`src/rtl/stream_pkg.sv`:
```
// Shared types and default widths for the byte-stream source, sink and mux blocks.
package stream_pkg;

    localparam int STREAM_DATA_W = 8;
    localparam int STREAM_LEN_W  = 8;

    typedef enum logic [1:0] {
        IDLE = 2'd0,
        SEND = 2'd1,
        GAP  = 2'd2
    } state_t;

endpackage

```
`src/rtl/beat_counter.sv`:
```
// Loadable beat counter that tracks position within a packet of captured length.
// last_next flags that the beat about to be presented (after load or increment) is the final one.
module beat_counter
    import stream_pkg::*;
#(
    parameter int LEN_W = STREAM_LEN_W
) (
    input  logic             clk,
    input  logic             rst,
    input  logic             load,
    input  logic             inc,
    input  logic [LEN_W-1:0] len,
    output logic             last_next
);

    logic [LEN_W-1:0] count;
    logic [LEN_W-1:0] len_q;

    // count holds the 1-based index of the beat currently being presented
    always_ff @(posedge clk) begin
        if (rst) begin
            count <= '0;
            len_q <= '0;
        end else if (load) begin
            count <= LEN_W'(1);
            len_q <= len;
        end else if (inc) begin
            count <= count + LEN_W'(1);
        end
    end

    always_comb begin
        last_next = 1'b0;
        if (load) begin
            last_next = (len == LEN_W'(1));
        end else begin
            last_next = ((count + LEN_W'(1)) == len_q);
        end
    end

endmodule

```
`src/rtl/stream_source.sv`:
```
// Packet generator: on start emits pkt_len beats of seed, seed+1, ... with valid/ready handshake,
// then idles GAP_CYCLES cycles before accepting another start. All outputs registered.
module stream_source
    import stream_pkg::*;
#(
    parameter int DATA_W     = STREAM_DATA_W,
    parameter int LEN_W      = STREAM_LEN_W,
    parameter int GAP_CYCLES = 2
) (
    input  logic              clk,
    input  logic              rst,
    input  logic              start,
    input  logic [LEN_W-1:0]  pkt_len,
    input  logic [DATA_W-1:0] seed,
    output logic              valid_out,
    output logic              last_out,
    output logic [DATA_W-1:0] data_out,
    input  logic              ready_in,
    output logic              busy,
    output logic              done,
    output logic [15:0]       pkt_count
);

    localparam int GAP_W = (GAP_CYCLES > 1) ? $clog2(GAP_CYCLES) : 1;

    state_t           state;
    logic [GAP_W-1:0] gap_cnt;
    logic             accept;
    logic             xfer;
    logic             last_next;

    assign accept = (state == IDLE) && start && (pkt_len != '0);
    assign xfer   = (state == SEND) && valid_out && ready_in;

    beat_counter #(
        .LEN_W(LEN_W)
    ) u_beats (
        .clk       (clk),
        .rst       (rst),
        .load      (accept),
        .inc       (xfer && !last_out),
        .len       (pkt_len),
        .last_next (last_next)
    );

    always_ff @(posedge clk) begin
        if (rst) begin
            state     <= IDLE;
            valid_out <= 1'b0;
            last_out  <= 1'b0;
            data_out  <= '0;
            busy      <= 1'b0;
            done      <= 1'b0;
            pkt_count <= '0;
            gap_cnt   <= '0;
        end else begin
            done <= 1'b0;
            case (state)
                IDLE: begin
                    if (accept) begin
                        state     <= SEND;
                        data_out  <= seed;
                        valid_out <= 1'b1;
                        last_out  <= last_next;
                        busy      <= 1'b1;
                    end
                end
                SEND: begin
                    // Without a transfer every output holds, so a stalled beat stays stable
                    if (xfer) begin
                        if (last_out) begin
                            valid_out <= 1'b0;
                            last_out  <= 1'b0;
                            done      <= 1'b1;
                            pkt_count <= pkt_count + 16'd1;
                            gap_cnt   <= '0;
                            if (GAP_CYCLES > 0) begin
                                state <= GAP;
                            end else begin
                                state <= IDLE;
                                busy  <= 1'b0;
                            end
                        end else begin
                            data_out <= data_out + DATA_W'(1);
                            last_out <= last_next;
                        end
                    end
                end
                GAP: begin
                    if (gap_cnt == GAP_W'(GAP_CYCLES - 1)) begin
                        state <= IDLE;
                        busy  <= 1'b0;
                    end else begin
                        gap_cnt <= gap_cnt + GAP_W'(1);
                    end
                end
                default: state <= IDLE;
            endcase
        end
    end

endmodule
```
`config.mk`:
```
export PLATFORM = sky130hd
export DESIGN_NAME = stream_source
export DESIGN_NICKNAME = d
export VERILOG_FILES = /design/src/rtl/stream_pkg.sv /design/src/rtl/beat_counter.sv /design/src/rtl/stream_source.sv
export SDC_FILE = /design/constraint.sdc
export NUM_CORES = 1
export LEC_CHECK = 0
export ABC_AREA = 1
export CAP_MARGIN = 20
export CORE_UTILIZATION = 45
export CTS_CLUSTER_DIAMETER = 60
export CTS_CLUSTER_SIZE = 30
export DETAILED_ROUTE_END_ITERATION = 12
export PLACE_DENSITY = 0.71
export REMOVE_ABC_BUFFERS = 1
export SLEW_MARGIN = 40
export SYNTH_ARGS = -nofsm -noshare
export SYNTH_HDL_FRONTEND = slang
export SYNTH_SLANG_ARGS = --single-unit
export TNS_END_PERCENT = 1
```
`constraint.sdc`:
```
create_clock -name clk -period 2.2 [get_ports clk]
set_clock_uncertainty 0.2 [all_clocks]
set_input_delay 0.22 -clock clk [delete_from_list [all_inputs] [get_ports clk]]
set_output_delay 0.22 -clock clk [all_outputs]
set_load 0.02 [all_outputs]
```
* After elaboration in Yosys (flattened, before gate mapping)
Cells that the tools add are included.
** Cells by class
- $add $sub $neg :: 4
- Equal/unequal tests :: 9
- Multiplexer cells :: 25
- Bitwise operators :: 2
- Reductions and logical operators :: 21
** Operators with widths (count)
- 8-bit two-way mux :: 3
- 16-bit by 1-bit adder with 16-bit output (second input constant) :: 1
- 8-bit by 1-bit adder with 8-bit output (second input constant) :: 2
- 8-bit one-hot mux with 2 select lines :: 1
- 1-bit two-way mux :: 12
- 3-bit AND reduction :: 4
- 4-bit AND reduction :: 3
- 2-bit != test (second input constant) :: 5
- 8-bit by 1-bit equality test with 1-bit output (second input constant) :: 1
- 8-bit equality test :: 1
- 2-bit two-way mux :: 4
- 1-bit one-hot mux with 2 select lines :: 4
- 2-bit nonzero test :: 4
- 8-bit nonzero test :: 1
- 2-bit one-hot mux with 3 select lines :: 1
- 1-bit logical AND :: 5
- 3-bit OR reduction :: 1
- 2-bit by 1-bit equality test with 1-bit output (second input constant) :: 1
- 2-bit equality test (second input constant) :: 1
- 2-bit logical NOT :: 1
- 1-bit inverter :: 2
- 2-bit OR reduction :: 1
- 1-bit adder (second input constant) :: 1
- 1-bit logical NOT :: 1
** Word-level totals
- Flip-flop bits (word level) :: 47
- Bits of input ports :: 20

* Longest topological paths before layout
Gate-level depths: netlist (run 1).
- Word-level depth :: 7
- Mapped depth :: 12
- Mapped depth without buffers :: 12

* By module
From an unflattened synthesis (run 1), not the netlist that was laid out.
** Unflattened totals
- Cell total of the unflattened synthesis :: 400
- Area, all modules :: 2585.0 sq um
** Modules (own cells, without submodules)
- stream_source :: instances 1, cells an instance 253, area an instance 1666.6 sq um, sequential area each 620.6 sq um
- beat_counter :: instances 1, cells an instance 147, area an instance 918.4 sq um, sequential area each 320.3 sq um

* Worst setup path after synthesis (run 1)
Ideal clock, no wire load.
- Kind :: reg-to-reg
- From :: register pkt_count[0]
- To :: register pkt_count[14]
- Library setup time :: 114 ps
- Arrival :: 1520 ps
- Slack :: 366 ps
- Cell stages (with the launch flop) :: 11
- Path buffers :: 0
- Clock period less this slack :: 1834 ps
- Cells stage by stage :: dfxtp_1 ha_1 nand3_1 nor3_4 nand2_2 nor2_2 inv_2 nor2_8 nand2_1 nand2_1 a21oi_2
** Between the ends
- Longest elaborated chain between the ends :: 1
** RTL lines
- from (decl) :: RTL line stream_source.sv:21 : output logic [15:0] pkt_count
- from (signal assigned) :: RTL line stream_source.sv:75 : pkt_count <= pkt_count + 16'd1;
- 16-bit by 1-bit adder with 16-bit output :: RTL line stream_source.sv:75
Every way passes these cells.
A chain may end at the register's enable or synchronous reset.

* Worst setup path in the final report (run 1)
- From :: register last_out
- To :: output port last_out
** RTL lines
- from (decl) :: RTL line stream_source.sv:16 : output logic last_out,
- from (signal assigned) :: RTL line stream_source.sv:64 : last_out <= last_next;
- from (signal assigned) :: RTL line stream_source.sv:85 : last_out <= last_next;
No word-level cell between the ends.

==> out/summary.json, run 1 <==
{
  "logic_synthesis": {
    "synth_simple_gate_area_share_pct": 31.7,
    "synthXorXnorAreaFrac_pct": 2.56,
    "netlist.top_cell.by_area": "dfxtp_1",
    "yosys_register_bits": 47,
    "postSynthCellCount": 337,
    "synth_top_area_share_pct": 39.4,
    "post_synth_instance_area_um2": 2390,
    "synth-async-reset-ratio_pct": 0,
    "area_fraction_in_compound_gates_after_synthesis_pct": 16.6,
    "yosys-top-cells-area": "dfxtp_1 (39%), nand2_1 (10%), a21oi_1 (6.5%), nor2_1 (6.4%), inv_1 (5.5%)",
    "syn_area_per_cell_um2": 7.10,
    "synthesis.yosys.warnings": 0,
    "dominant_combinational_cell_family_by_area_after_synthesis": "simple AND/OR/NAND/NOR gates",
    "synthFlopType": "dfxtp_1",
    "synthMuxAreaShare_pct": 0,
    "synth_cell_types": 38,
    "synth_enable_flop_cells": 0,
    "synth_adder_area_share_pct": 1.57,
    "yosysSeqAreaShare_pct": 39.4
  },
  "clock_network": {
    "cts_hold_buffers": 0,
    "post_cts.repair.setup_buffers": 0,
    "cts_tree": "done",
    "cts_sinks": 47,
    "clkLatencyLatePin_ps": 300,
    "htree_levels": 2,
    "ctsLongestPathBuffers": 2,
    "cts_bufs_inserted": 5,
    "clk_root_buffer_cell": "clkbuf_8",
    "path_clk_slew_ps": 90,
    "cts_resizes": 0
  },
  "floorplanning": {
    "ios": 48,
    "placement_rows": 26,
    "placeableCoreArea_um2": 5110,
    "floorplan.die.width_um": 74.9,
    "start_util_pct": 46.8,
    "die_span_in_y_um": 74.9,
    "die-area_um2": 5610
  },
  "layout": {
    "synthToLayoutAreaGrowth_pct": 27.7,
    "most_common_cell_after_layout_fill_and_taps_aside": "nand2_1",
    "antenna_cells_inserted": 0,
    "total_nets_final": 414,
    "layout_common_cells": "nand2_1 (64), dfxtp_1 (47), clkdlybuf4s50_1 (47)",
    "final_layout_size_suffix_gt1_share_pct": 8.67,
    "fin_cells": 462,
    "final_layout_fill_cell_count": 489
  },
  "detailed_routing": {
    "num_vias": 2327,
    "drt-vias-per-instance": 5.04,
    "dr_wl_cell_um": 12.0,
    "final_routed_drc_violation_total": 0,
    "wl_mm": 5.56,
    "postRouteAntennaNets": 0,
    "drt_first_pass_iters": 4,
    "initial_detailed_routing_violation_count": 167
  },
  "critical_path": {
    "worst_setup_path_end_kind": "primary output",
    "reg_to_reg_critical_path_endpoint": "last_out$_SDFFE_PP0P_",
    "worst-path-buf-inv": 1,
    "critPathMaxFanout": 5,
    "critical_path.cell_chain": "clkdlybuf4s50_1",
    "r2r_slack_ps": 330,
    "cp.depth": 1,
    "worstReg2RegStart": "u_beats.count[0]$_SDFFE_PP0P_",
    "critical_path.top_delay_family": "buffers and inverters",
    "start_kind": "flip-flop",
    "worst_r2r_path_depth": 11,
    "setup.worst_path.class": "flip-flop to primary output",
    "crit_arrival_ps": 1480,
    "critical_path.slowest_cell": "clkdlybuf4s50_1",
    "crit_required_ps": 1780,
    "critical_path.max_stage_delay_ps": 670
  },
  "sta": {
    "finalSetupTns_ps": 0,
    "worst_pin_slew_ps": 627,
    "final_hold_viol_count": 0,
    "clock.fmax_mhz": 526,
    "setup_viol": 0,
    "grt_setup_unrepaired": "no",
    "timing.final.crit_share_pct": 86.5,
    "slew_violations": 0,
    "finalWorstSetupSlack_ps": 297,
    "maxSlewHeadroom_pct": 58.1,
    "layout_min_cycle_time_ps": 1900
  },
  "run_status": {
    "run_status": "completed"
  },
  "global_route": {
    "grt_first_pass_wirelength_mm": 8.71,
    "grt_util_all_layers_pct": 20.5,
    "first_global_vias": 2020,
    "globalRouteOverflowTotal": 0,
    "antenna_found_initial": 0,
    "grt_start_max_net_pins": 21
  },
  "power_and_ir_drop": {
    "internal_power_mw": 1.25,
    "power.share.clock_pct": 29.2,
    "switching_share_pct": 27.3,
    "power.switching_mw": 0.469,
    "power_leakage_nw": 1.25,
    "share_comb_of_total_power_pct": 17.1,
    "portion_of_total_power_attributed_to_sequential_cells_pct": 53.7,
    "peakVddDrop_v": 0.000399,
    "power_density_nw_per_um2": 562,
    "total_power_mw": 1.72
  },
  "place": {
    "dp_hpwl_mm": 4.16,
    "globalplace.congestion": 0.840,
    "io_buffers": 47,
    "numPlacedInstances": 454,
    "pre_cts_ws_ps": 34.7
  },
  "hold_path": {
    "hp-class": "flip-flop to flip-flop",
    "hold_path_end": "gap_cnt$_SDFFE_PP0P_",
    "min-delay-start": "gap_cnt$_SDFFE_PP0P_",
    "holdPathStages": 2
  },
  "run": {
    "drv.max_cap_violation_count": 0
  }
}
## sequential cells by signal (all words and copies together) (netlist names)
name           flops
last_out           1
data_out           8
busy               1
u_beats.len_q      8
u_beats.count      8
state              2
pkt_count         16
done               1
gap_cnt            1
valid_out          1
## worst max-delay path by stage
stage                                             start                         end
final                             last_out$_SDFFE_PP0P_                    last_out
after global routing      u_beats.count[0]$_SDFFE_PP0P_       last_out$_SDFFE_PP0P_
after CTS                         last_out$_SDFFE_PP0P_                    last_out
after detailed placement                     pkt_len[5]    data_out[1]$_SDFFE_PP0P_
after global placement                         ready_in  pkt_count[14]$_SDFFE_PP0P_
after floorplan                  valid_out$_SDFFE_PP0P_    data_out[7]$_SDFFE_PP0P_
## cell type report
type	count	area (µm²)	area share, %
Timing Repair Buffer	58	553	18.1
Multi-Input combinational cell	242	1250	41.0
Clock buffer	7	76.3	2.50
Tap cell	70	87.6	2.87
Inverter	37	139	4.55
Sequential cell	47	941	30.8
Clock inverter	1	5.00	0.164
## power by group through the flow
stage / Combinational (mW) / Clock [mW] / Sequential [mW]
after global placement: 0.290 / 0 / 0.942
final: 0.293 / 0.502 / 0.922
after CTS: 0.293 / 0.520 / 0.922
after global routing: 0.326 / 0.554 / 0.928
after floorplan: 0.135 / 0 / 0.959
after detailed placement: 0.293 / 0 / 0.941
## metal layers
| metal | vias to the layer above | track usage [%] | share of wire (%) |
|---|---|---|---|
| li1 | 1228 | - | - |
| met3 | 7 | 4.69 | 4.8 |
| met1 | 1047 | 25.4 | 48 |
| met5 | - | 0 | 0 |
| met4 | 0 | 5.87 | 0.95 |
| met2 | 45 | 35.6 | 47 |
## cell usage after synthesis (2+ instances only)
cell / n
nand2_1: 64
dfxtp_1: 47
nor2_1: 41
inv_1: 35
a21oi_1: 31
nand3_1: 25
o21ai_0: 24
a211oi_1: 6
nor3_1: 6
buf_2: 5
nand4_1: 5
xor2_1: 5
a31oi_1: 4
clkbuf_1: 4
ha_1: 3
nand2_2: 3
nor2_4: 3
and3_1: 2
inv_2: 2
nor3b_1: 2
o21bai_1: 2
xnor2_1: 2
## kinds of logic after synthesis
kind of cell / count (synthesis)
fa+ha+maj: 3
xor+xnor: 7
compound gates: 72
buf+inv: 48
simple gates: 160
flops: 47
## stage by stage
step	instance area [µm²]	hold WS, ps	utilization (%)
finish	3050	276	59.8
CTS	3050	276	59.8
detailed placement	2970	264	58.2
global route	3050	303	59.8
global placement	2970	249	58.2
floorplan	2330	89.1	-
## worst reg2reg max path: stages, from the launching register on
cell	delay (ps)
dfxtp_1	420
ha_1	270
nand2_1	140
inv_1	100
nand3_1	90
nand2_1	120
nor2_1	50
nor2_1	120
nand3_1	90
nand2_1	60
nand2_1	40
a21oi_1	110
(Power assumes the default switching activity.)
==> inputs of run 2 (changes only) <==
Settings changed: GPL_TIMING_DRIVEN set to 1, REMOVE_ABC_BUFFERS 1 to not set.
==> out/summary.json, run 2 (synthesis gave the netlist of run 1 again) <==
{
  "power_and_ir_drop": {
    "power_leakage": {"value": 1.26, "unit": "nW", "change": "+0.82%"},
    "peakVddDrop": {"value": 0.000349, "unit": "V", "change": "-13%"},
    "total_power": {"value": 1.89, "unit": "mW", "change": "+10%"},
    "power_density": {"value": 614, "unit": "nW/µm²", "change": "+9.3%"}
  },
  "clock_network": {
    "clk_root_buffer_cell": "clkbuf_8",
    "cts_sinks": {"value": 47, "change": "unchanged"},
    "cts_hold_buffers": {"value": 0, "change": "unchanged"},
    "ctsLongestPathBuffers": {"value": 2, "change": "unchanged"},
    "clkLatencyLatePin": {"value": 310, "unit": "ps", "change": "about the same"},
    "cts_resizes": {"value": 0, "change": "unchanged"},
    "cts_tree": "done",
    "path_clk_slew": {"value": 90, "unit": "ps", "change": "about the same"},
    "post_cts.repair.setup_buffers": {"value": 0, "change": "unchanged"},
    "htree_levels": {"value": 2, "change": "unchanged"},
    "cts_bufs_inserted": {"value": 5, "change": "unchanged"}
  },
  "run_status": {
    "run_status": "complete, but fails checks",
    "failed_checks": "design-rule violations"
  },
  "detailed_routing": {
    "final_routed_drc_violation_total": {"value": 1, "change": "+1"},
    "dr_wl_cell": {"value": 12.2, "unit": "µm", "change": "+1.3%"},
    "initial_detailed_routing_violation_count": {"value": 73, "change": "-56%"},
    "wl": {"value": 5.61, "unit": "mm", "change": "+0.90%"},
    "drt-vias-per-instance": {"value": 4.98, "change": "-1.2%"},
    "drt_first_pass_iters": {"value": 8, "change": "+4"},
    "num_vias": {"value": 2290, "change": "-1.6%"},
    "postRouteAntennaNets": {"value": 0, "change": "unchanged"}
  },
  "critical_path": {
    "worst_setup_path_end_kind": "primary output",
    "setup.worst_path.class": "flip-flop to primary output",
    "crit_required": {"value": 1780, "unit": "ps", "change": "about the same"},
    "critical_path.slowest_cell": "clkdlybuf4s50_1",
    "start_kind": "flip-flop",
    "critPathMaxFanout": {"value": 5, "change": "unchanged"},
    "critical_path.max_stage_delay": {"value": 680, "unit": "ps", "change": "about the same"},
    "worst-path-buf-inv": {"value": 1, "change": "unchanged"},
    "critical_path.cell_chain": "clkdlybuf4s50_1",
    "crit_arrival": {"value": 1470, "unit": "ps", "change": "about the same"},
    "worst_r2r_path_depth": {"value": 12, "change": "+1"},
    "critical_path.top_delay_family": "buffers and inverters",
    "cp.depth": {"value": 1, "change": "unchanged"}
  },
  "hold_path": {
    "hp-class": "flip-flop to flip-flop",
    "holdPathStages": {"value": 2, "change": "unchanged"}
  },
  "global_route": {
    "antenna_found_initial": {"value": 0, "change": "unchanged"},
    "grt_start_max_net_pins": {"value": 21, "change": "unchanged"},
    "globalRouteOverflowTotal": {"value": 0, "change": "unchanged"},
    "grt_util_all_layers": {"value": 21.9, "unit": "%", "change": "+1.4 points"},
    "first_global_vias": {"value": 2133, "change": "+5.6%"},
    "grt_first_pass_wirelength": {"value": 9.38, "unit": "mm", "change": "+7.7%"}
  },
  "sta": {
    "finalSetupTns": {"value": 0, "unit": "ps", "change": "unchanged"},
    "slew_violations": {"value": 0, "change": "unchanged"},
    "setup_viol": {"value": 0, "change": "unchanged"},
    "worst_pin_slew": {"value": 617, "unit": "ps", "change": "-10.7 ps"},
    "timing.final.crit_share": {"value": 85.9, "unit": "%", "change": "-0.56 points"},
    "clock.fmax": {"value": 529, "unit": "MHz", "change": "+0.65%"},
    "layout_min_cycle_time": {"value": 1890, "unit": "ps", "change": "-12.3 ps"},
    "maxSlewHeadroom": {"value": 58.8, "unit": "%", "change": "+0.71 points"},
    "final_hold_viol_count": {"value": 0, "change": "unchanged"},
    "grt_setup_unrepaired": "no"
  },
  "place": {
    "globalplace.congestion": {"value": 0.762, "change": "-9.4%"},
    "io_buffers": {"value": 47, "change": "unchanged"},
    "dp_hpwl": {"value": 4.18, "unit": "mm", "change": "+0.39%"}
  },
  "floorplanning": {
    "floorplan.die.width": {"value": 74.9, "unit": "µm", "change": "unchanged"},
    "start_util": {"value": 46.8, "unit": "%", "change": "unchanged"},
    "placement_rows": {"value": 26, "change": "unchanged"},
    "die_span_in_y": {"value": 74.9, "unit": "µm", "change": "unchanged"},
    "ios": {"value": 48, "change": "unchanged"},
    "die-area": {"value": 5610, "unit": "µm²", "change": "unchanged"},
    "placeableCoreArea": {"value": 5110, "unit": "µm²", "change": "unchanged"}
  },
  "layout": {
    "most_common_cell_after_layout_fill_and_taps_aside": "nand2_1",
    "total_nets_final": {"value": 412, "change": "-0.48%"},
    "synthToLayoutAreaGrowth_pct": 28.8,
    "final_layout_size_suffix_gt1_share": {"value": 8.72, "unit": "%", "change": "+0.044 points"},
    "biggest_register": "pkt_count",
    "antenna_cells_inserted": {"value": 0, "change": "unchanged"},
    "largest_register_ffs": {"value": 16, "change": "unchanged"},
    "layout_common_cells": "nand2_1 (64), dfxtp_1 (47), clkdlybuf4s50_1 (47)",
    "fin_util": {"value": 60.3, "unit": "%", "change": "+0.49 points"}
  },
  "logic_synthesis": {
    "synth.net_count": 360
  },
  "run": {
    "drv.max_cap_violation_count": {"value": 0, "change": "unchanged"}
  }
}
run 2: per-layer routing:
layer | global-route usage, % | vias up | routed length, µm
met5 | 0 | - | 0
met4 | 8.81 | 0 | 91
met3 | 3.75 | 9 | 194
met2 | 38.8 | 34 | 2700
met1 | 26.3 | 1031 | 2630
li1 | - | 1216 | -
run 2: cell type report:
type,instances,area [µm²]
fill,484,2030
multi-input combinational,242,1250
sequential,47,941
timing repair buffer,56,538
inverter,37,139
tap,70,87.6
clock buffer,6,82.6
clock inverter,2,38.8
run 2: per-stage QoR:
stage                     hold WS [ps]  cells  area [µm²]  setup WS [ps]
after global routing               298    460        3080            127
after CTS                          276    460        3080            286
after global placement             253    452        2960           92.2
after detailed placement           261    452        2960           96.2
final                              271    460        3080            310
after floorplan                    162    337        2390            366
run 2: power by group:
group	total (mW)	internal (mW)	switching [mW]	leakage, nW
Sequential	0.922	0.889	0.0337	0.383
Clock	0.678	0.374	0.304	0.0618
Combinational	0.290	0.133	0.158	0.814
run 2: path summary, 6_finish.rpt:
path	slack, ps	from	endpoint
setup / recovery	310	last_out$_SDFFE_PP0P_	last_out
hold / removal	270	gap_cnt$_SDFFE_PP0P_	gap_cnt$_SDFFE_PP0P_
setup reg to reg	310	state[1]$_SDFFE_PP0P_	pkt_count[14]$_SDFFE_PP0P_
hold reg to reg	270	gap_cnt$_SDFFE_PP0P_	gap_cnt$_SDFFE_PP0P_
==> inputs of run 3 (changes only) <==
Settings changed: CORE_UTILIZATION 45 to 25, PLACE_DENSITY 0.71 to 0.45.
==> out/summary.json, run 3 (synthesis gave the netlist of run 1 again) <==
{
  "run_status": {
    "run_status": "completed"
  },
  "clock_network": {
    "cts_tree": "done",
    "clk_root_buffer_cell": "clkbuf_8",
    "ctsLongestPathBuffers": {"value": 2, "change": "unchanged"},
    "cts_resizes": {"value": 0, "change": "unchanged"},
    "htree_levels": {"value": 2, "change": "unchanged"},
    "cts_bufs_inserted": {"value": 5, "change": "unchanged"},
    "post_cts.repair.setup_buffers": {"value": 0, "change": "unchanged"},
    "clkLatencyLatePin": {"value": 310, "unit": "ps", "change": "about the same"},
    "path_clk_slew": {"value": 100, "unit": "ps", "change": "about the same"},
    "cts_sinks": {"value": 47, "change": "unchanged"},
    "cts_hold_buffers": {"value": 0, "change": "unchanged"}
  },
  "detailed_routing": {
    "wl": {"value": 6.32, "unit": "mm", "change": "+13%"},
    "drt-vias-per-instance": {"value": 4.41, "change": "-11%"},
    "drt_first_pass_iters": {"value": 4, "change": "-4"},
    "num_vias": {"value": 2309, "change": "+0.83%"},
    "initial_detailed_routing_violation_count": {"value": 95, "change": "+30%"},
    "final_routed_drc_violation_total": {"value": 0, "change": "-1"},
    "dr_wl_cell": {"value": 12.1, "unit": "µm", "change": "-1.1%"},
    "postRouteAntennaNets": {"value": 0, "change": "unchanged"}
  },
  "layout": {
    "antenna_cells_inserted": {"value": 0, "change": "unchanged"},
    "biggest_register": "pkt_count",
    "largest_register_ffs": {"value": 16, "change": "unchanged"},
    "layout_common_cells": "nand2_1 (64), dfxtp_1 (47), clkdlybuf4s50_1 (47)",
    "fin_area": {"value": 3160, "unit": "µm²", "change": "+2.6%"},
    "most_common_cell_after_layout_fill_and_taps_aside": "nand2_1",
    "synthToLayoutAreaGrowth_pct": 32.2,
    "total_nets_final": {"value": 417, "change": "+1.2%"},
    "final_layout_size_suffix_gt1_share": {"value": 9.87, "unit": "%", "change": "+1.2 points"}
  },
  "floorplanning": {
    "die-area": {"value": 9960, "unit": "µm²", "change": "+78%"},
    "floorplan.die.width": {"value": 99.8, "unit": "µm", "change": "+33%"},
    "start_util": {"value": 25.9, "unit": "%", "change": "-21 points"},
    "placeableCoreArea": {"value": 9240, "unit": "µm²", "change": "+81%"},
    "ios": {"value": 48, "change": "unchanged"},
    "die_span_in_y": {"value": 99.8, "unit": "µm", "change": "+33%"},
    "placement_rows": {"value": 35, "change": "+35%"}
  },
  "critical_path": {
    "critical_path.max_stage_delay": {"value": 690, "unit": "ps", "change": "about the same"},
    "critPathMaxFanout": {"value": 5, "change": "unchanged"},
    "worst-path-buf-inv": {"value": 1, "change": "unchanged"},
    "critical_path.cell_chain": "clkdlybuf4s50_1",
    "critical_path.slowest_cell": "clkdlybuf4s50_1",
    "start_kind": "flip-flop",
    "critical_path.top_delay_family": "buffers and inverters",
    "crit_required": {"value": 1780, "unit": "ps", "change": "about the same"},
    "setup.worst_path.class": "flip-flop to primary output",
    "crit_arrival": {"value": 1480, "unit": "ps", "change": "about the same"},
    "worst_setup_path_end_kind": "primary output"
  },
  "sta": {
    "finalWorstSetupSlack": {"value": 305, "unit": "ps", "change": "-5.19 ps"},
    "maxSlewHeadroom": {"value": 77.5, "unit": "%", "change": "+19 points"},
    "final_hold_viol_count": {"value": 0, "change": "unchanged"},
    "timing.final.crit_share": {"value": 86.2, "unit": "%", "change": "+0.24 points"},
    "clock.fmax": {"value": 528, "unit": "MHz", "change": "-0.27%"},
    "finalSetupTns": {"value": 0, "unit": "ps", "change": "unchanged"},
    "layout_min_cycle_time": {"value": 1900, "unit": "ps", "change": "+5.19 ps"},
    "slew_violations": {"value": 0, "change": "unchanged"},
    "grt_setup_unrepaired": "no",
    "worst_pin_slew": {"value": 337, "unit": "ps", "change": "-280 ps"},
    "worst_hold_margin": {"value": 270, "unit": "ps", "change": "-1.81 ps"},
    "setup_viol": {"value": 0, "change": "unchanged"}
  },
  "power_and_ir_drop": {
    "total_power": {"value": 1.77, "unit": "mW", "change": "-6.1%"},
    "power_leakage": {"value": 1.27, "unit": "nW", "change": "+0.77%"},
    "peakVddDrop": {"value": 0.000233, "unit": "V", "change": "-33%"},
    "power_density": {"value": 562, "unit": "nW/µm²", "change": "-8.5%"}
  },
  "logic_synthesis": {
    "synth.net_count": {"value": 360, "change": "unchanged"}
  },
  "global_route": {
    "grt_util_all_layers": {"value": 13.5, "unit": "%", "change": "-8.4 points"},
    "first_global_vias": {"value": 2247, "change": "+5.3%"},
    "grt_start_max_net_pins": {"value": 17, "change": "-19%"},
    "globalRouteOverflowTotal": {"value": 0, "change": "unchanged"},
    "grt_first_pass_wirelength": {"value": 10.7, "unit": "mm", "change": "+14%"},
    "antenna_found_initial": {"value": 0, "change": "unchanged"}
  },
  "place": {
    "placed_area": {"value": 3070, "unit": "µm²", "change": "+3.8%"},
    "globalplace.congestion": {"value": 0.803, "change": "+5.4%"},
    "dp_hpwl": {"value": 4.79, "unit": "mm", "change": "+15%"},
    "io_buffers": {"value": 47, "change": "unchanged"},
    "pre_cts_ws": {"value": -36.2, "unit": "ps", "change": "-132 ps"}
  },
  "hold_path": {
    "hp-class": "flip-flop to flip-flop"
  },
  "run": {
    "drv.max_cap_violation_count": {"value": 0, "change": "unchanged"}
  }
}
-- run 3: cell types whose count changed in the layout (fill, tap and decap cells not counted), sizes merged --
cell	before	now
buf	9	14
bufinv	1	0
clkbuf	6	5
clkinv	0	2
-- run 3: routing by layer --
| metal | up-vias | GRT usage (%) | wire length, µm |
|---|---|---|---|
| li1 | 1232 | - | - |
| met1 | 1033 | 17.9 | 3050 |
| met2 | 36 | 22.2 | 2960 |
| met3 | 8 | 2.92 | 248 |
| met4 | 0 | 3.73 | 61 |
| met5 | - | 0 | 0 |
-- run 3: layout make-up --
cell class	instances	area, µm²
clock inverter	3	22.5
inverter	37	139
multi-input combinational	242	1250
fill	994	6080
sequential	47	941
clock buffer	5	68.8
timing repair buffer	61	576
tap	129	161
-- run 3: stage by stage --
| stage | utilization, % | cells |
|---|---|---|
| global placement | 33.2 | 516 |
| CTS | 34.2 | 524 |
| floorplan | - | 337 |
| global route | 34.2 | 524 |
| finish | 34.2 | 524 |
| detailed placement | 33.2 | 516 |
-- run 3: worst reg2reg max path: stages, from the launching register on --
cell,delay [ps]
dfxtp_1,430
ha_1,270
nand3_1,130
nand2_1,100
nand3_1,70
nand2_1,80
nand2_1,60
nor2_1,130
nand3_1,100
nand2_1,70
nand2_1,50
a21oi_1,100
-- run 3: worst paths after layout --
kind | start | to | slack, ps | cells past startpoint
min | gap_cnt$_SDFFE_PP0P_ | gap_cnt$_SDFFE_PP0P_ | 270 | 2
max reg2reg | u_beats.count[0]$_SDFFE_PP0P_ | last_out$_SDFFE_PP0P_ | 340 | 11
max | last_out$_SDFFE_PP0P_ | last_out | 300 | 1
min reg2reg | gap_cnt$_SDFFE_PP0P_ | gap_cnt$_SDFFE_PP0P_ | 270 | 2
-- run 3: power breakdown --
part	switching (mW)	internal (mW)	total (mW)	leakage [nW]
Clock	0.323	0.228	0.552	0.0485
Sequential	0.0344	0.889	0.923	0.383
Combinational	0.162	0.139	0.300	0.837
